File: src/rtl/tank_move_sched.sv
// Per-frame tank motion scheduler: one frame_tick latches both requests, then each tank steps up to STEPS pixels through one shared wall checker.
// Latency 2*STEPS+2 cycles worst case per frame; no backpressure, and ticks arriving while busy are dropped.
module tank_move_sched #(
  parameter int          STEPS   = 2,
  parameter logic [9:0]  INIT_X1 = 10'd64,
  parameter logic [9:0]  INIT_Y1 = 10'd64,
  parameter logic [9:0]  INIT_X2 = 10'd544,
  parameter logic [9:0]  INIT_Y2 = 10'd384,
  parameter logic [9:0]  X_MAX   = 10'd608,
  parameter logic [9:0]  Y_MAX   = 10'd448
) (
  input  logic       Clk,
  input  logic       Reset_n,
  input  logic       frame_tick,
  input  logic [2:0] dir_req1,
  input  logic [2:0] dir_req2,
  output logic [9:0] chk_x,
  output logic [9:0] chk_y,
  output logic [2:0] chk_dir,
  input  logic       chk_ok,
  output logic [9:0] X_Tank1,
  output logic [9:0] Y_Tank1,
  output logic [9:0] X_Tank2,
  output logic [9:0] Y_Tank2,
  output logic [2:0] face1,
  output logic [2:0] face2,
  output logic       busy,
  output logic       done,
  output logic       blocked1,
  output logic       blocked2
);

  typedef enum logic [1:0] {IDLE, PH_A, PH_B, DONE} state_t;

  localparam logic [2:0] DIR_UP    = 3'd1;
  localparam logic [2:0] DIR_RIGHT = 3'd2;
  localparam logic [2:0] DIR_LEFT  = 3'd3;
  localparam logic [2:0] DIR_DOWN  = 3'd4;
  localparam logic [3:0] STEPS_L   = 4'(STEPS);

  state_t     state;
  logic       first;
  logic [3:0] cnt;
  logic [2:0] dir1_q;
  logic [2:0] dir2_q;

  logic       in_phase;
  logic       served2;
  logic [9:0] cur_x;
  logic [9:0] cur_y;
  logic [2:0] cur_dir;
  logic       bound_ok;
  logic       step_ok;
  logic       phase_end;
  logic [9:0] nxt_x;
  logic [9:0] nxt_y;

  function automatic logic [2:0] sanitize(input logic [2:0] d);
    return (d >= 3'd1 && d <= 3'd4) ? d : 3'd0;
  endfunction

  // PH_A serves the tank selected by `first`, PH_B the other one.
  always_comb begin
    in_phase = (state == PH_A) || (state == PH_B);
    served2  = (state == PH_B) ? ~first : first;
    cur_x    = served2 ? X_Tank2 : X_Tank1;
    cur_y    = served2 ? Y_Tank2 : Y_Tank1;
    cur_dir  = served2 ? dir2_q : dir1_q;
    chk_x    = cur_x;
    chk_y    = cur_y;
    chk_dir  = in_phase ? cur_dir : 3'd0;
  end

  always_comb begin
    bound_ok = 1'b0;
    nxt_x    = cur_x;
    nxt_y    = cur_y;
    case (cur_dir)
      DIR_UP: begin
        bound_ok = (cur_y != 10'd0);
        nxt_y    = cur_y - 10'd1;
      end
      DIR_RIGHT: begin
        bound_ok = (cur_x < X_MAX);
        nxt_x    = cur_x + 10'd1;
      end
      DIR_LEFT: begin
        bound_ok = (cur_x != 10'd0);
        nxt_x    = cur_x - 10'd1;
      end
      DIR_DOWN: begin
        bound_ok = (cur_y < Y_MAX);
        nxt_y    = cur_y + 10'd1;
      end
      default: bound_ok = 1'b0;
    endcase
    step_ok   = in_phase && chk_ok && bound_ok;
    phase_end = in_phase && (!step_ok || cnt == 4'd1);
  end

  always_ff @(posedge Clk or negedge Reset_n) begin
    if (!Reset_n) begin
      state    <= IDLE;
      first    <= 1'b0;
      cnt      <= 4'd0;
      dir1_q   <= 3'd0;
      dir2_q   <= 3'd0;
      X_Tank1  <= INIT_X1;
      Y_Tank1  <= INIT_Y1;
      X_Tank2  <= INIT_X2;
      Y_Tank2  <= INIT_Y2;
      face1    <= DIR_UP;
      face2    <= DIR_UP;
      busy     <= 1'b0;
      done     <= 1'b0;
      blocked1 <= 1'b0;
      blocked2 <= 1'b0;
    end else begin
      done <= 1'b0;
      case (state)
        IDLE: begin
          if (frame_tick) begin
            dir1_q   <= sanitize(dir_req1);
            dir2_q   <= sanitize(dir_req2);
            blocked1 <= 1'b0;
            blocked2 <= 1'b0;
            cnt      <= STEPS_L;
            busy     <= 1'b1;
            state    <= PH_A;
          end
        end
        PH_A, PH_B: begin
          if (step_ok) begin
            cnt <= cnt - 4'd1;
            if (served2) begin
              X_Tank2 <= nxt_x;
              Y_Tank2 <= nxt_y;
            end else begin
              X_Tank1 <= nxt_x;
              Y_Tank1 <= nxt_y;
            end
          end
          // Facing follows the request even when the step is refused.
          if (cur_dir != 3'd0) begin
            if (served2) face2 <= cur_dir;
            else         face1 <= cur_dir;
            if (!step_ok) begin
              if (served2) blocked2 <= 1'b1;
              else         blocked1 <= 1'b1;
            end
          end
          if (phase_end) begin
            cnt <= STEPS_L;
            if (state == PH_A) begin
              state <= PH_B;
            end else begin
              state <= DONE;
              done  <= 1'b1;
            end
          end
        end
        DONE: begin
          first <= ~first;
          busy  <= 1'b0;
          state <= IDLE;
        end
        default: state <= IDLE;
      endcase
    end
  end

endmodule

File: config.mk
export PLATFORM = sky130hd
export DESIGN_NAME = tank_move_sched
export DESIGN_NICKNAME = d
export VERILOG_FILES = /design/src/rtl/tank_move_sched.sv
export SDC_FILE = /design/constraint.sdc
export NUM_CORES = 1
export LEC_CHECK = 0
export BUFFER_PORTS_ARGS = -buffer_cell sky130_fd_sc_hd__buf_2
export CORE_UTILIZATION = 61
export DETAILED_ROUTE_END_ITERATION = 7
export GPL_ROUTABILITY_DRIVEN = 0
export PLACE_DENSITY = 0.95
export SETUP_SLACK_MARGIN = 0.15
export SLEW_MARGIN = 0
export SYNTH_ARGS = -nofsm -noshare
export SYNTH_HDL_FRONTEND = slang
export SYNTH_SLANG_ARGS = --single-unit
export TNS_END_PERCENT = 1
File: constraint.sdc
create_clock -name Clk -period 7.3 [get_ports Clk]
set_input_delay 1.095 -clock Clk [delete_from_list [all_inputs] [get_ports Clk]]
set_output_delay 1.095 -clock Clk [all_outputs]
set_load 0.1 [all_outputs]
After elaboration in Yosys (flattened, before gate mapping)
Cells that the tools add are included.
{"block": "totals", "ff_bits": 63, "latch_bits": 0, "ramBits": 0, "rom_bits": 0, "inputBits": 10, "out_inout_bits": 73, "wordCells": 100, "mem_count": 0}
{"block": "op_classes", "n_addsub": 5, "mul": 0, "n_div": 0, "n_lt_le_gt_ge": 6, "n_eq_ne": 15, "shifts": 0, "n_mux": 32, "bitwise_logic": 2, "reduce_logical": 25}
{"op": "10-bit case mux with 2 select lines", "n": 2}
{"op": "10-bit by 1-bit adder with 10-bit output, second input constant", "n": 2}
{"op": "10-bit 2-to-1 mux", "n": 2}
{"op": "10-bit nonzero test", "n": 2}
{"op": "10-bit by 1-bit subtractor with 10-bit output, second input constant", "n": 2}
{"op": "3-bit AND reduction", "n": 5}
{"op": "1-bit 2-to-1 mux", "n": 13}
{"op": "3-bit 2-to-1 mux", "n": 4}
{"op": "4-bit 2-to-1 mux", "n": 3}
{"op": "2-bit != test, second input constant", "n": 6}
{"op": "10-bit < comparator, second input constant", "n": 1}
{"op": "10-bit by 9-bit < comparator with 1-bit output, second input constant", "n": 1}
{"op": "5-bit AND reduction", "n": 2}
{"op": "4-bit case mux with 2 select lines", "n": 1}
{"op": "3-bit by 2-bit equality test with 1-bit output, second input constant", "n": 2}
{"op": "3-bit by 1-bit greater-or-equal comparator with 1-bit output, second input constant", "n": 2}
{"op": "3-bit less-or-equal comparator, second input constant", "n": 2}
{"op": "1-bit case mux with 2 select lines", "n": 3}
{"op": "2-bit case mux with 3 select lines", "n": 1}
{"op": "2-bit AND reduction", "n": 3}
{"op": "1-bit logical AND", "n": 5}
{"op": "2-bit equality test, second input constant", "n": 2}
{"op": "4-bit by 1-bit equality test with 1-bit output, second input constant", "n": 1}
{"op": "2-bit 2-to-1 mux", "n": 2}
{"op": "13 further kinds", "n": 16}

Logic depth before layout (Yosys ltp)
{"block": "depth", "ltp_word": 11, "depth_mapped": 17, "ltp_nobuf": 14}

Worst setup path before layout
No wires, ideal clock.
{"block": "synth_timing", "kind": "flip-flop to output port", "from": "reg state[0]", "to": "out chk_dir[1]", "t_arrival_ns": 4.047, "t_required_ns": 6.205, "slack_ns": 2.158, "stages_incl_launch_ff": 9, "n_path_buf": 3, "path_cell_list": "dfrtp_1 > inv_1 > ha_1 > xnor2_2 > buf_4 > buf_6 > clkbuf_1 > nand2_1 > a21boi_0"}
{"block": "synth_via", "elab_chain_len": 4, "elab_cells_between_ends": 6, "cone_classes": "eq/ne (2); mux (3); reduce/logical (1)"}
{"element": "start, declared", "line": "41", "text": "state_t state;"}
{"element": "start signal, assigned", "line": "103", "text": "state <= IDLE;"}
{"element": "start signal, assigned", "line": "129", "text": "state <= PH_A;"}
{"element": "start signal, assigned", "line": "155", "text": "state <= PH_B;"}
{"element": "2-bit equality test", "line": "64, 65"}
{"element": "1-bit 2-to-1 mux", "line": "65", "text": "served2 = (state == PH_B) ? ~first : first;"}
{"element": "3-bit 2-to-1 mux", "line": "68", "text": "cur_dir = served2 ? dir2_q : dir1_q;"}
{"element": "3-bit 2-to-1 mux *", "line": "71", "text": "chk_dir = in_phase ? cur_dir : 3'd0;"}
{"element": "end, declared", "line": "19", "text": "output logic [2:0] chk_dir,"}
Every way passes the cells marked *; elsewhere a longest branch is shown, timed or not.

Worst setup path in the final report
{"block": "layout_timing", "from": "reg state[0]", "to": "reg Y_Tank2[9]"}
{"block": "layout_via", "elab_chain_len": 7, "elab_cells_between_ends": 23, "cone_classes": "add/sub (2); order compare (2); eq/ne (6); mux (6); reduce/logical (7)"}
{"element": "2-bit equality test", "line": "64, 65, 120"}
{"element": "1-bit 2-to-1 mux", "line": "65"}
{"element": "10-bit 2-to-1 mux (tied with other cells)", "line": "67", "text": "cur_y = served2 ? Y_Tank2 : Y_Tank1;"}
{"element": "10-bit by 9-bit < comparator with 1-bit output (tied with other cells)", "line": "92", "text": "bound_ok = (cur_y < Y_MAX);"}
{"element": "1-bit case mux with 4 select lines", "line": "78", "text": "case (cur_dir)"}
{"element": "1-bit logical AND", "line": "97", "text": "step_ok = in_phase && chk_ok && bound_ok;"}
{"element": "3-bit AND reduction (no line)"}
{"element": "end signal, assigned", "line": "137", "text": "Y_Tank2 <= nxt_y;"}
{"element": "end, declared", "line": "24", "text": "output logic [9:0] Y_Tank2,"}
Several ways; a longest one is shown, not always the timed one.
A chain may end at the register's enable or synchronous reset.

==> results.cfg <==
[critical_path]
crit_family = multiplexers
slowest_stage = xnor2_4
cp-start-kind = register
cp_num_cells = 15
critPathMaxFanout = 20
crit_chain = inv_1, ha_1, xnor2_4, buf_4, mux2i_1, inv_1, ha_1, nand2_1, mux2_2, a211oi_2, o22ai_2, o21ba_2, o32ai_1, xnor2_1, mux2_2
slowest_delay_ns = 0.55
crit_type = reg2reg
crit_arrival_ns = 4.47
rr_worst_depth = 15
required_ns = 7.53
end_kind = register
cp_num_buf_inv = 3

[logic_synthesis]
synth-seq-area-share = 0.357
synth_top_family_by_area = simple AND/OR/NAND/NOR gates
yosys.area.top_type = dfrtp_1
synth_simple_gate_area_frac = 0.180
synth-edff-count = 0
synthAdderAreaFrac = 0.0467
synth.avg_cell_area_um2 = 9.17
syn_area_um2 = 4450
synth.distinct_cells = 65
synthArstFlopShare = 1.00
synth-compound-area-share = 0.157
synth_nets = 511
yosysMostFrequentCell = nand2_1
synth_commonest_cells = nand2_1 (73), dfrtp_1 (55), mux2_2 (36)
synth-seq-cells = 63
yosysTopAreaCellShare = 0.310
synth_xor_xnor_area_share = 0.0487
synth_flop_cell = dfrtp_1
synth_area_leaders = dfrtp_1 (31%), mux2_2 (9.1%), nand2_1 (6.2%)
yosys_warnings = 0
synthCells = 485
synthMuxAreaShare = 0.161

[grt]
gr-total-overflow = 0
antenna_found_initial = 0
grt_pass1_wl_um = 19400
grt_max_degree = 64
grt_use_total = 0.333
grt_pass1_vias = 4080

[timing]
worstMarginPinSlew_ns = 0.984
setup_ws_ns = 3.07
fmax_mhz = 236
rsz0062_at_grt = false
drv_slew = 0
setup_viol = 0
max-slew-margin-rel = 0.344
period_minus_slack_ns = 4.23
fin_skew_ns = 0.0148
hold_violations = 0
finalSetupTns_ns = 0
fin_crit_sh = 0.580

[outcome]
status = finished clean

[layout]
n_antenna_cell = 0
layout-drive-gt1-share = 0.282
nNetsFinal = 585
area_delta_synth_final_pct = 15.0
seq_area_um2 = 1590
instances_no_fill = 660
fillers = 506
multi_input_area_um2 = 2650

[routing]
dr_wl_met3_um = 1240
drtIter0Drc = 500
wl_um = 12000
drtPass1Iterations = 5
wl_met2_um = 5630
wl_per_cell_um = 18.2
vias = 4244
routed.top_layer = met4
drc = 0
routed_via_density = 6.43
ant_nets = 0
met1Wirelength_um = 4690

[floorplan]
dieArea_um2 = 7640
die_x_um = 87.4
core-area_um2 = 6910
start_util = 0.644
rows = 30
ios = 83
die_h_um = 87.4

[place]
dp.cells = 644
portBuffers = 82
dpl_worst_slack_ns = 3.19
hpwlAfterDp_um = 8370

[cts]
htreeDepth = 3
cts_made_buffers = 9
clkSinkCount = 63
tritoncts = done
cts_root_buf = clkbuf_8
postCtsHoldBufs = 0
clockBufferDepth = 2
postCtsSetupBuffers = 0
cts_resized = 0
clk_pin_slew_ns = 0.08
clkLatencyLatePin_ns = 0.36

[worst_hold_path]
whs_path_depth = 1
hold_path_class = reg2reg

[job]
max_cap_violations = 0
[through the flow]
| stage | hold slack (ns) | util | instance area [um2] |
|---|---|---|---|
| floorplan | 0.467 | - | 4450 |
| global placement | 0.478 | 0.708 | 4890 |
| detailed placement | 0.482 | 0.708 | 4890 |
| CTS | 0.499 | 0.741 | 5110 |
| global route | 0.523 | 0.741 | 5110 |
| finish | 0.499 | 0.741 | 5110 |
[cell usage in the layout, fill, tap and decap left out, types with 8 or more instances in the layout]
cell	count
xnor2_1	15
mux2_1	10
nand2_1	73
nor2_1	30
buf_2	82
dfstp_2	8
mux2i_1	17
nand3_1	12
mux2_2	36
ha_1	15
clkbuf_8	10
o21ai_0	19
nor4_1	9
dfrtp_1	55
nor3_1	12
inv_1	21
a21oi_1	16
[sequential cells by signal, summed over array words and instances, names as in the netlist, 4 cells and up]
register	flops
cnt	4
X_Tank2	10
Y_Tank1	10
X_Tank1	10
Y_Tank2	10
[worst reg2reg max path, stage by stage (launching register included)]
cell and delay [ns]:
dfrtp_1 0.41, inv_1 0.08, ha_1 0.30, xnor2_4 0.55, buf_4 0.39, mux2i_1 0.40, inv_1 0.11, ha_1 0.31
nand2_1 0.05, mux2_2 0.30, a211oi_2 0.25, o22ai_2 0.15, o21ba_2 0.26, o32ai_1 0.15, xnor2_1 0.12, mux2_2 0.28
[path summary, 6_finish.rpt]
kind | from | slack (ns) | endpoint
worst max-delay path | state[0]$_DFFE_PN0P_ | 3.07 | Y_Tank2[9]$_DFFE_PN0P_
worst min-delay path | blocked1$_DFFE_PN0P_ | 0.50 | blocked1$_DFFE_PN0P_
worst max register to register | state[0]$_DFFE_PN0P_ | 3.07 | Y_Tank2[9]$_DFFE_PN0P_
worst min register to register | blocked1$_DFFE_PN0P_ | 0.50 | blocked1$_DFFE_PN0P_
max in group asynchronous | Reset_n | 5.84 | Y_Tank2[9]$_DFFE_PN0P_
min in group asynchronous | Reset_n | 0.89 | Y_Tank1[1]$_DFFE_PN0P_
[layer usage]
| metal | track usage | vias to the layer above |
|---|---|---|
| met1 | 0.416 | 1994 |
| met4 | 0.167 | 0 |
| met3 | 0.0749 | 60 |
| met2 | 0.540 | 296 |
| li1 | - | 1894 |
| met5 | 0 | - |
[layout make-up]
type,count,share of cell area
Tap cell,96,0.0235
Clock buffer,11,0.0276
Timing Repair Buffer,86,0.0861
Clock inverter,5,0.0159
Inverter,25,0.0183
Multi-Input combinational cell,374,0.518
Sequential cell,63,0.310
[cell families (layout without fill, tap and decap cells)]
kind of cell / count (synthesis) / after routing
AO/OA/AOI/OAI: 98 / 98
XOR/XNOR: 23 / 23
adder cells (fa/ha/maj): 16 / 16
buffers and inverters: 48 / 127
flip-flops: 63 / 63
multiplexers: 65 / 65
AND/OR/NAND/NOR: 172 / 172
Power is not shown: default switching activity piles up to over one toggle a cycle in this logic, so the estimate is an artifact.
